$ cat src/rtl/uart_rx_pkg.sv
// Shared types and constants for the UART receive controller.
// The PARITY state exists only when UART_RX_PARITY_EN is defined.
package uart_rx_pkg;

    localparam int DATA_BITS = 8;
    localparam int BIT_CNT_W = $clog2(DATA_BITS);

`ifdef UART_RX_PARITY_EN
    typedef enum logic [2:0] {
        ST_IDLE   = 3'd0,
        ST_START  = 3'd1,
        ST_DATA   = 3'd2,
        ST_STOP   = 3'd3,
        ST_PARITY = 3'd4
    } state_t;
`else
    typedef enum logic [2:0] {
        ST_IDLE  = 3'd0,
        ST_START = 3'd1,
        ST_DATA  = 3'd2,
        ST_STOP  = 3'd3
    } state_t;
`endif

endpackage

$ cat src/rtl/uart_rx_ctrl_bit_counter.sv
// Data-bit index counter: advances on enable_i and wraps to zero after max_i.
module rx_bit_counter #(
    parameter int W = 3
) (
    input  logic         clk,
    input  logic         rst_n,
    input  logic         enable_i,
    input  logic [W-1:0] max_i,
    output logic [W-1:0] count_o,
    output logic         atmax_o
);

    logic [W-1:0] count_q;

    always_ff @(posedge clk) begin
        if (!rst_n) begin
            count_q <= '0;
        end else if (enable_i) begin
            count_q <= atmax_o ? '0 : count_q + 1'b1;
        end
    end

    assign count_o = count_q;
    assign atmax_o = (count_q == max_i);

endmodule

$ cat src/rtl/uart_rx_ctrl.sv
// UART receiver: 2-flop synchronizer, mid-bit sampling FSM, one-entry output register.
// Define UART_RX_PARITY_EN to add an even-parity bit and the parity_err_o port.
//
// Output handshake: data_o is consumed on a cycle where valid_o=1 and ready_i=1;
// valid_o then clears unless a new byte is delivered on that same cycle.
module uart_rx_ctrl
    import uart_rx_pkg::*;
#(
    parameter int CLKS_PER_BIT = 16
) (
    input  logic       clk,
    input  logic       rst_n,
    input  logic       rx_i,
    input  logic       ready_i,
    output logic [7:0] data_o,
    output logic       valid_o,
    output logic       frame_err_o,
    output logic       overrun_o,
    output logic       busy_o,
`ifdef UART_RX_PARITY_EN
    output logic       parity_err_o,
`endif
    output state_t     state_o
);

    localparam logic [7:0] HALF_LAST = 8'(CLKS_PER_BIT / 2 - 1);
    localparam logic [7:0] FULL_LAST = 8'(CLKS_PER_BIT - 1);

    state_t                 state_q;
    logic                   sync1_q, sync2_q;
    logic [7:0]             tick_q;
    logic [DATA_BITS-1:0]   shift_q;
    logic [7:0]             data_q;
    logic                   valid_q;
    logic                   frame_err_q;
    logic                   overrun_q;
    logic                   par_bad_q;
`ifdef UART_RX_PARITY_EN
    logic                   parity_err_q;
`endif

    logic                   rx_s;
    logic                   half_hit, full_hit;
    logic                   bit_en, bit_atmax;
    logic [BIT_CNT_W-1:0]   bit_cnt;
    logic                   deliver;

    assign rx_s     = sync2_q;
    assign half_hit = (tick_q == HALF_LAST);
    assign full_hit = (tick_q == FULL_LAST);
    assign bit_en   = (state_q == ST_DATA) && full_hit;
    assign deliver  = (state_q == ST_STOP) && full_hit && rx_s && !par_bad_q;

    rx_bit_counter #(
        .W(BIT_CNT_W)
    ) u_bit_counter (
        .clk     (clk),
        .rst_n   (rst_n),
        .enable_i(bit_en),
        .max_i   (BIT_CNT_W'(DATA_BITS - 1)),
        .count_o (bit_cnt),
        .atmax_o (bit_atmax)
    );

    always_ff @(posedge clk) begin
        if (!rst_n) begin
            state_q      <= ST_IDLE;
            sync1_q      <= 1'b1;
            sync2_q      <= 1'b1;
            tick_q       <= '0;
            shift_q      <= '0;
            data_q       <= '0;
            valid_q      <= 1'b0;
            frame_err_q  <= 1'b0;
            overrun_q    <= 1'b0;
            par_bad_q    <= 1'b0;
`ifdef UART_RX_PARITY_EN
            parity_err_q <= 1'b0;
`endif
        end else begin
            sync1_q     <= rx_i;
            sync2_q     <= sync1_q;
            frame_err_q <= 1'b0;
            overrun_q   <= 1'b0;
`ifdef UART_RX_PARITY_EN
            parity_err_q <= 1'b0;
`endif

            case (state_q)
                ST_IDLE: begin
                    tick_q    <= '0;
                    par_bad_q <= 1'b0;
                    if (!rx_s) state_q <= ST_START;
                end
                ST_START: begin
                    if (half_hit) begin
                        tick_q  <= '0;
                        state_q <= rx_s ? ST_IDLE : ST_DATA;
                    end else begin
                        tick_q <= tick_q + 8'd1;
                    end
                end
                ST_DATA: begin
                    if (full_hit) begin
                        tick_q           <= '0;
                        shift_q[bit_cnt] <= rx_s;
                        if (bit_atmax) begin
`ifdef UART_RX_PARITY_EN
                            state_q <= ST_PARITY;
`else
                            state_q <= ST_STOP;
`endif
                        end
                    end else begin
                        tick_q <= tick_q + 8'd1;
                    end
                end
`ifdef UART_RX_PARITY_EN
                ST_PARITY: begin
                    if (full_hit) begin
                        tick_q  <= '0;
                        state_q <= ST_STOP;
                        if (rx_s != ^shift_q) begin
                            parity_err_q <= 1'b1;
                            par_bad_q    <= 1'b1;
                        end
                    end else begin
                        tick_q <= tick_q + 8'd1;
                    end
                end
`endif
                ST_STOP: begin
                    if (full_hit) begin
                        tick_q  <= '0;
                        state_q <= ST_IDLE;
                        if (!rx_s) frame_err_q <= 1'b1;
                    end else begin
                        tick_q <= tick_q + 8'd1;
                    end
                end
                default: begin
                    state_q <= ST_IDLE;
                    tick_q  <= '0;
                end
            endcase

            // A delivery on a handshake cycle replaces the consumed byte.
            if (deliver) begin
                if (!valid_q || ready_i) begin
                    data_q  <= shift_q;
                    valid_q <= 1'b1;
                end else begin
                    overrun_q <= 1'b1;
                end
            end else if (valid_q && ready_i) begin
                valid_q <= 1'b0;
            end
        end
    end

    assign data_o      = data_q;
    assign valid_o     = valid_q;
    assign frame_err_o = frame_err_q;
    assign overrun_o   = overrun_q;
    assign busy_o      = (state_q != ST_IDLE);
    assign state_o     = state_q;
`ifdef UART_RX_PARITY_EN
    assign parity_err_o = parity_err_q;
`endif

endmodule

$ cat config.mk
export PLATFORM = sky130hd
export DESIGN_NAME = uart_rx_ctrl
export DESIGN_NICKNAME = d
export VERILOG_FILES = /design/src/rtl/uart_rx_pkg.sv /design/src/rtl/uart_rx_ctrl_bit_counter.sv /design/src/rtl/uart_rx_ctrl.sv
export SDC_FILE = /design/constraint.sdc
export NUM_CORES = 1
export LEC_CHECK = 0
export CAP_MARGIN = 25
export CORE_ASPECT_RATIO = 2
export CORE_MARGIN = 3
export CORE_UTILIZATION = 45
export DETAILED_ROUTE_END_ITERATION = 6
export PLACE_DENSITY = 0.7
export SKIP_CTS_REPAIR_TIMING = 1
export SKIP_LAST_GASP = 1
export SYNTH_ARGS = -nofsm -noshare
export SYNTH_HDL_FRONTEND = slang
export SYNTH_SLANG_ARGS = --single-unit
$ cat constraint.sdc
create_clock -name clk -period 1.65 [get_ports clk]
set_input_delay 0.495 -clock clk [delete_from_list [all_inputs] [get_ports clk]]
set_output_delay 0.495 -clock clk [all_outputs]
set_load 0.01 [all_outputs]
==> results of run 1 <==
-- report_power, final --
part / switching (mW) / internal, mW / total [mW] / leakage (nW)
sequential: 0.00381 / 0.825 / 0.829 / 0.274
combinational: 0.0259 / 0.0221 / 0.0480 / 0.675
clock: 0.291 / 0.444 / 0.735 / 0.0579
-- cells by family (layout without fill, tap and decap cells) --
| logic type | Yosys count | in the layout |
|---|---|---|
| fa+ha+maj | 3 | 3 |
| xor+xnor | 5 | 5 |
| simple gates | 69 | 69 |
| other cells | 1 | 1 |
| buf+inv | 8 | 40 |
| compound gates | 12 | 12 |
| mux | 18 | 18 |
| flops | 34 | 34 |
-- through the flow --
stage	setup slack (ns)	TNS [ns]	power, mW	area [um^2]	hold slack, ns
after floorplan	-0.0230	-0.0230	0.874	1450	0.386
after global placement	-0.0206	-0.223	0.895	1730	0.395
after detailed placement	-0.0947	-1.15	0.897	1730	0.398
after CTS	-0.243	-1.04	1.63	1830	0.417
after global routing	-0.118	-1.18	1.67	1870	0.455
final	-0.0635	-0.0965	1.61	1870	0.414
-- routing by layer --
| layer | wire, um | part of all wire [%] | up-vias | track usage [%] |
|---|---|---|---|---|
| li1 | - | - | 578 | - |
| met1 | 1010 | 35 | 553 | 15.1 |
| met2 | 1680 | 58 | 19 | 32.0 |
| met3 | 109 | 3.8 | 8 | 5.67 |
| met4 | 87 | 3.0 | 0 | 11.7 |
| met5 | 0 | 0 | - | 0 |
-- synth_stat cells (all sizes together) --
cell type,count,area share [%]
a21o,1,0.61
a21oi,5,1.7
a32oi,1,0.61
and2,1,0.43
and3,1,0.43
and4b,1,0.69
buf,2,0.78
clkbuf,3,0.78
conb,1,0.26
dfxtp,34,47
ha,3,2.6
inv,3,0.78
mux2i,18,12
nand2,22,5.7
nand2b,4,1.7
nand3,7,2.4
nand3b,3,1.6
nand4,3,2.3
nand4b,1,0.61
nor2,12,3.1
nor2b,1,0.43
nor3,7,3.9
nor3b,1,0.52
nor4,1,0.43
o21a,2,1.0
o21ai,2,0.69
o41ai,1,0.61
or2,1,0.43
or3,1,0.43
or4,2,1.6
xnor2,2,1.2
xor2,3,1.8
-- cells in the final DEF, fill, tap and decap left out, types with 4 or more instances in the layout --
| cell type | Yosys | routed |
|---|---|---|
| buf_4 | 1 | 12 |
| dlymetal6s2s_1 | 0 | 13 |
| clkdlybuf4s50_1 | 0 | 4 |
| nand3_1 | 7 | 7 |
| mux2i_1 | 18 | 18 |
| dfxtp_1 | 34 | 34 |
| nor3_1 | 4 | 4 |
| a21oi_1 | 5 | 5 |
| clkbuf_8 | 0 | 5 |
| nand2_1 | 22 | 22 |
| nor2_1 | 12 | 12 |
| nand2b_1 | 4 | 4 |
-- state kept, by name, summed over array words and instances, names as in the netlist --
name                   flops
state_o                    2
shift_q                    8
tick_q                     8
data_o                     8
frame_err_o                1
overrun_o                  1
sync1_q                    1
valid_o                    1
rx_s                       1
u_bit_counter.count_o      3
-- worst paths after layout --
check / cells past startpoint / end
hold reg to reg: 1 / rx_s
setup reg to reg: 4 / state_o[0]
setup / recovery: 4 / state_o[0]
hold / removal: 1 / rx_s
-- cell type report --
cell class	count	area, um^2
Timing Repair Buffer	29	293
Inverter	3	11.3
Clock inverter	3	40.0
Tap cell	30	37.5
Fill cell	274	1140
Multi-Input combinational cell	108	742
Sequential cell	34	681
Clock buffer	5	68.8
==> results.tsv, run 1 <==
stage	metric	value	unit
outcome	status	finished with violations	
outcome	violations	negative setup slack	
synth	synthAdderAreaFrac	2.60	%
cells_and_area	area_growth	29.8	%
clock_tree	cts_buffers	5	
clock_tree	clock_sinks	34	
routing	vias	1158	
synth	seq_area_frac_synth	47.2	%
cells_and_area	drive_gt1_share	16.5	%
routing	drt_wl_total	2890	um
routing	ant_nets	0	
routing	drt-initial-drc-count	37	
synth	syn_nets	157	
setup_path	crit_chain	or4_4, or4_4, a32oi_1, a21oi_1	
routing	viasPerCell	5.46	
clock_tree	cts-root-buf	clkbuf_8	
worst_hold_path	worstHoldStart	sync1_q	
setup_path	rr_startpoint	tick_q[4]	
global_routing	grt_pass1_vias	1179	
cells_and_area	final_nets	188	
timing	fin_skew	0.00487	ns
setup_path	worstPathArrival	1.89	ns
setup_path	crit_buf_inv	0	
floorplan	die_height	86.1	um
synth	postSynthCellCount	150	
timing	final-hold-violation-count	0	
power_and_ir_drop	vdd_ir_drop_max	0.577	mV
timing	rsz0062_at_grt	true	
floorplan	die_w	46.0	um
timing	drv_slew	0	
global_routing	antenna_found_initial	0	
cells_and_area	fin_cells	212	
synth	avgSynthCellArea	9.62	um^2
timing	setup_viol	4	
place	hpwl	2290	um
timing	fin_crit_sh	104	%
global_routing	grt_pass1_wl	4960	um
timing	worst_slack	-0.0635	ns
power_and_ir_drop	p_leak	1.01	nW
synth	synth-compound-area-share	5.29	%
worst_hold_path	hp-class	reg2reg	
floorplan	placementRows	28	
setup_path	startpoint_type	flip-flop	
global_routing	grt_max_degree	23	
job	maxCapViolCount	0	
synth	ys_types	36	
setup_path	cp_max_fo	5	
routing	drcViolationCount	0	
floorplan	die_area	0.00396	mm^2
global_routing	grt_usage	17.8	%
global_routing	gr-total-overflow	0	
place	port_buffers	17	
cells_and_area	antenna_cells	0	
synth	muxShareOfSynthArea	12.5	%
floorplan	core	0.00301	mm^2
routing	avgRoutedWirePerCell	13.6	um
clock_tree	cts_buffer_depth	2	
synth	yosys_warnings	0	
routing	firstDrtPassIters	4	
synth	syn_area	0.00144	mm^2
setup_path	cp_top_family	simple AND/OR/NAND/NOR gates	
setup_path	crit_type	reg2reg	
power_and_ir_drop	powerDensity	860	mW/mm^2
setup_path	slowest_delay	0.59	ns
floorplan	start_util	47.9	%
synth	synth_seq_cells	34	
setup_path	path_common_cell	or4_4	
setup_path	cp.required	1.83	ns
clock_tree	insertion_delay	0.29	ns
cells_and_area	fin_util	62.2	%
clock_tree	clk_pin_slew	0.07	ns
clock_tree	tritoncts	done	
clock_tree	htreeDepth	2	
timing	min_period	1.71	ns
setup_path	r2r_slack	-0.06	ns
synth	yosys.area_share.simple	26.8	%
place	gp_congestion	0.827	
place	placed_cells_incl_taps	204	
synth	synth_xor_area_share	3.04	%
synth	synth_top_family_by_area	simple AND/OR/NAND/NOR gates	
setup_path	crit_start	tick_q[4]	
setup_path	end_kind	flip-flop	
floorplan	pin_count	19	
timing	timing.fmax	584	MHz
setup_path	cp_slowest_cell	or4_4	
Note: power is estimated with default switching activity, not from simulation.
==> run 2, diff against run 1 <==
--- a/config.mk
+++ b/config.mk
@@ -10,7 +10,7 @@
 export CORE_MARGIN = 3
 export CORE_UTILIZATION = 45
 export DETAILED_ROUTE_END_ITERATION = 6
-export PLACE_DENSITY = 0.7
+export PLACE_DENSITY = 0.75
 export SKIP_CTS_REPAIR_TIMING = 1
 export SKIP_LAST_GASP = 1
 export SYNTH_ARGS = -nofsm -noshare
==> results.tsv, run 2 (synthesis results as in run 1) <==
stage	metric	value	unit	change
setup_path	rr_startpoint	tick_q[4]		unchanged
setup_path	r2r_end	state_o[0]		unchanged
floorplan	die_area	0.00396	mm^2	unchanged
setup_path	cp_top_family	simple AND/OR/NAND/NOR gates		unchanged
timing	fin_crit_sh	106	%	was 104%
clock_tree	cts-root-buf	clkbuf_8		unchanged
timing	worst_slack	-0.0967	ns	was -0.0635 ns
worst_hold_path	worstHoldStart	sync1_q		unchanged
cells_and_area	n_fill_cell	261		was 274
setup_path	path_common_cell	or4_4		unchanged
floorplan	pin_count	19		unchanged
clock_tree	tritoncts	done		unchanged
clock_tree	clock_sinks	34		unchanged
cells_and_area	antenna_cells	0		unchanged
place	gp_congestion	0.808		was 0.827
setup_path	crit_buf_inv	0		unchanged
power_and_ir_drop	vdd_ir_drop_max	0.741	mV	was 0.577 mV
global_routing	gr-total-overflow	0		unchanged
timing	drv_slew	0		unchanged
routing	drt-initial-drc-count	27		was 37
worst_hold_path	holdPathStages	1		unchanged
clock_tree	clk_pin_slew	0.07	ns	about the same
cells_and_area	mostFrequentLayoutCells	dfxtp_1 (33), nand2_1 (22), mux2i_1 (18), dlymetal6s2s_1 (14)		was dfxtp_1 (34), nand2_1 (22), mux2i_1 (18), dlymetal6s2s_1 (13)
clock_tree	insertion_delay	0.28	ns	was 0.29 ns
timing	rsz0062_at_grt	true		unchanged
routing	ant_nets	0		unchanged
timing	tns	-0.277	ns	was -0.0965 ns
setup_path	crit_chain	or4_4, or4_4, a32oi_1, a21oi_1		unchanged
routing	viasPerCell	5.47		was 5.46
timing	setup_viol	12		was 4
timing	fin_hold_ws	0.421	ns	was 0.414 ns
setup_path	crit_type	reg2reg		unchanged
job	maxCapViolCount	0		unchanged
floorplan	start_util	47.9	%	unchanged
global_routing	grt_pass1_wl	5000	um	was 4960 um
setup_path	end_kind	flip-flop		unchanged
outcome	status	finished with violations		unchanged
setup_path	r2r_cells	4		unchanged
timing	timing.fmax	572	MHz	was 584 MHz
routing	vias	1159		was 1158
cells_and_area	area_growth	29.1	%	was 29.8%
worst_hold_path	whs_endpoint	rx_s		unchanged
clock_tree	cts_buffers	5		unchanged
cells_and_area	drive_gt1_share	17.0	%	was 16.5%
routing	avgRoutedWirePerCell	13.8	um	was 13.6 um
global_routing	grt_usage	17.4	%	was 17.8%
clock_tree	htreeDepth	2		unchanged
timing	final-hold-violation-count	0		unchanged
cells_and_area	final_common_cell	dfxtp_1		unchanged
setup_path	startpoint_type	flip-flop		unchanged
floorplan	placementRows	28		unchanged
global_routing	grt_pass1_vias	1201		was 1179
place	hpwl	2260	um	was 2290 um
routing	drcViolationCount	0		unchanged
setup_path	r2r_slack	-0.1	ns	was -0.06 ns
setup_path	cp.required	1.82	ns	was 1.83 ns
setup_path	cp_slowest_cell	or4_4		unchanged
global_routing	grt_max_degree	23		unchanged
cells_and_area	final_nets	188		unchanged
routing	firstDrtPassIters	4		unchanged
power_and_ir_drop	p_leak	1.01	nW	about the same
timing	fin_skew	0.00518	ns	was 0.00487 ns
floorplan	die_w	46.0	um	unchanged
power_and_ir_drop	powerDensity	807	mW/mm^2	was 860 mW/mm^2
worst_hold_path	hp-class	reg2reg		unchanged
clock_tree	cts_buffer_depth	2		unchanged
global_routing	antenna_found_initial	0		unchanged
setup_path	slowest_delay	0.58	ns	was 0.59 ns
place	port_buffers	17		unchanged
floorplan	die_height	86.1	um	unchanged
routing	drt_wl_total	2920	um	was 2890 um
floorplan	core	0.00301	mm^2	unchanged
setup_path	worstPathArrival	1.92	ns	was 1.89 ns
setup_path	cp_max_fo	5		unchanged
timing	min_period	1.75	ns	was 1.71 ns
outcome	violations	negative setup slack		unchanged
setup_path	crit_start	tick_q[4]		unchanged
==> run 2: cell types whose count changed in the layout (fill, tap and decap cells not counted), sizes merged <==
cell and delta:
clkinv -1, bufinv -1, clkinvlp +1, clkdlybuf4s50 -1, clkbuf +1, dlymetal6s2s +1
==> run 2: how the worst max path moves through the flow <==
stage | to | slack [ns] | depth (start not counted)
5_1_grt | u_bit_counter.count_o[0] | -0.11 | 4
4_1_cts | busy_o | -0.26 | 2
6_report | state_o[0] | -0.1 | 4
2_1_floorplan | state_o[0] | -0.02 | 4
3_5_place_dp | shift_q[7] | -0.08 | 4
3_3_place_gp | shift_q[6] | -0.04 | 4
==> run 2: stage by stage <==
stage          area (um^2)  worst slack (ns)  util (%)  std cells  power (mW)
2_1_floorplan         1450           -0.0230         -        150       0.874
3_5_place_dp          1730           -0.0770      57.3        204       0.896
5_1_grt               1860            -0.111      61.8        212        1.56
4_1_cts               1820            -0.255      60.4        212        1.52
3_3_place_gp          1730           -0.0398      57.3        204       0.896
6_report              1860           -0.0967      61.8        212        1.50
==> run 2: layout make-up <==
cell class                 instances  area [um^2]  area share (%)
inverter                           3         11.3           0.605
clock buffer                       6         82.6            4.44
timing repair buffer              29          295            15.9
sequential                        34          682            36.6
clock inverter                     2         12.5           0.672
multi-input combinational        108          741            39.8
tap                               30         37.5            2.02
==> run 2: routing by layer <==
layer	routed length (um)	track usage [%]	vias to the layer above
li1	-	-	585
met1	1070	17.5	534
met2	1600	29.1	31
met3	147	5.46	9
met4	104	10.4	0
met5	0	0	-
==> run 2: power breakdown <==
| part | internal (mW) | switching (mW) |
|---|---|---|
| clock | 0.335 | 0.291 |
| combinational | 0.0220 | 0.0264 |
| sequential | 0.825 | 0.00395 |
| total | 1.18 | 0.321 |
==> run 2: worst register-to-register path: stages, from the launching register on <==
cell	delay [ns]
dfxtp_2	0.32
or4_4	0.58
or4_4	0.45
a32oi_1	0.18
a21oi_1	0.09
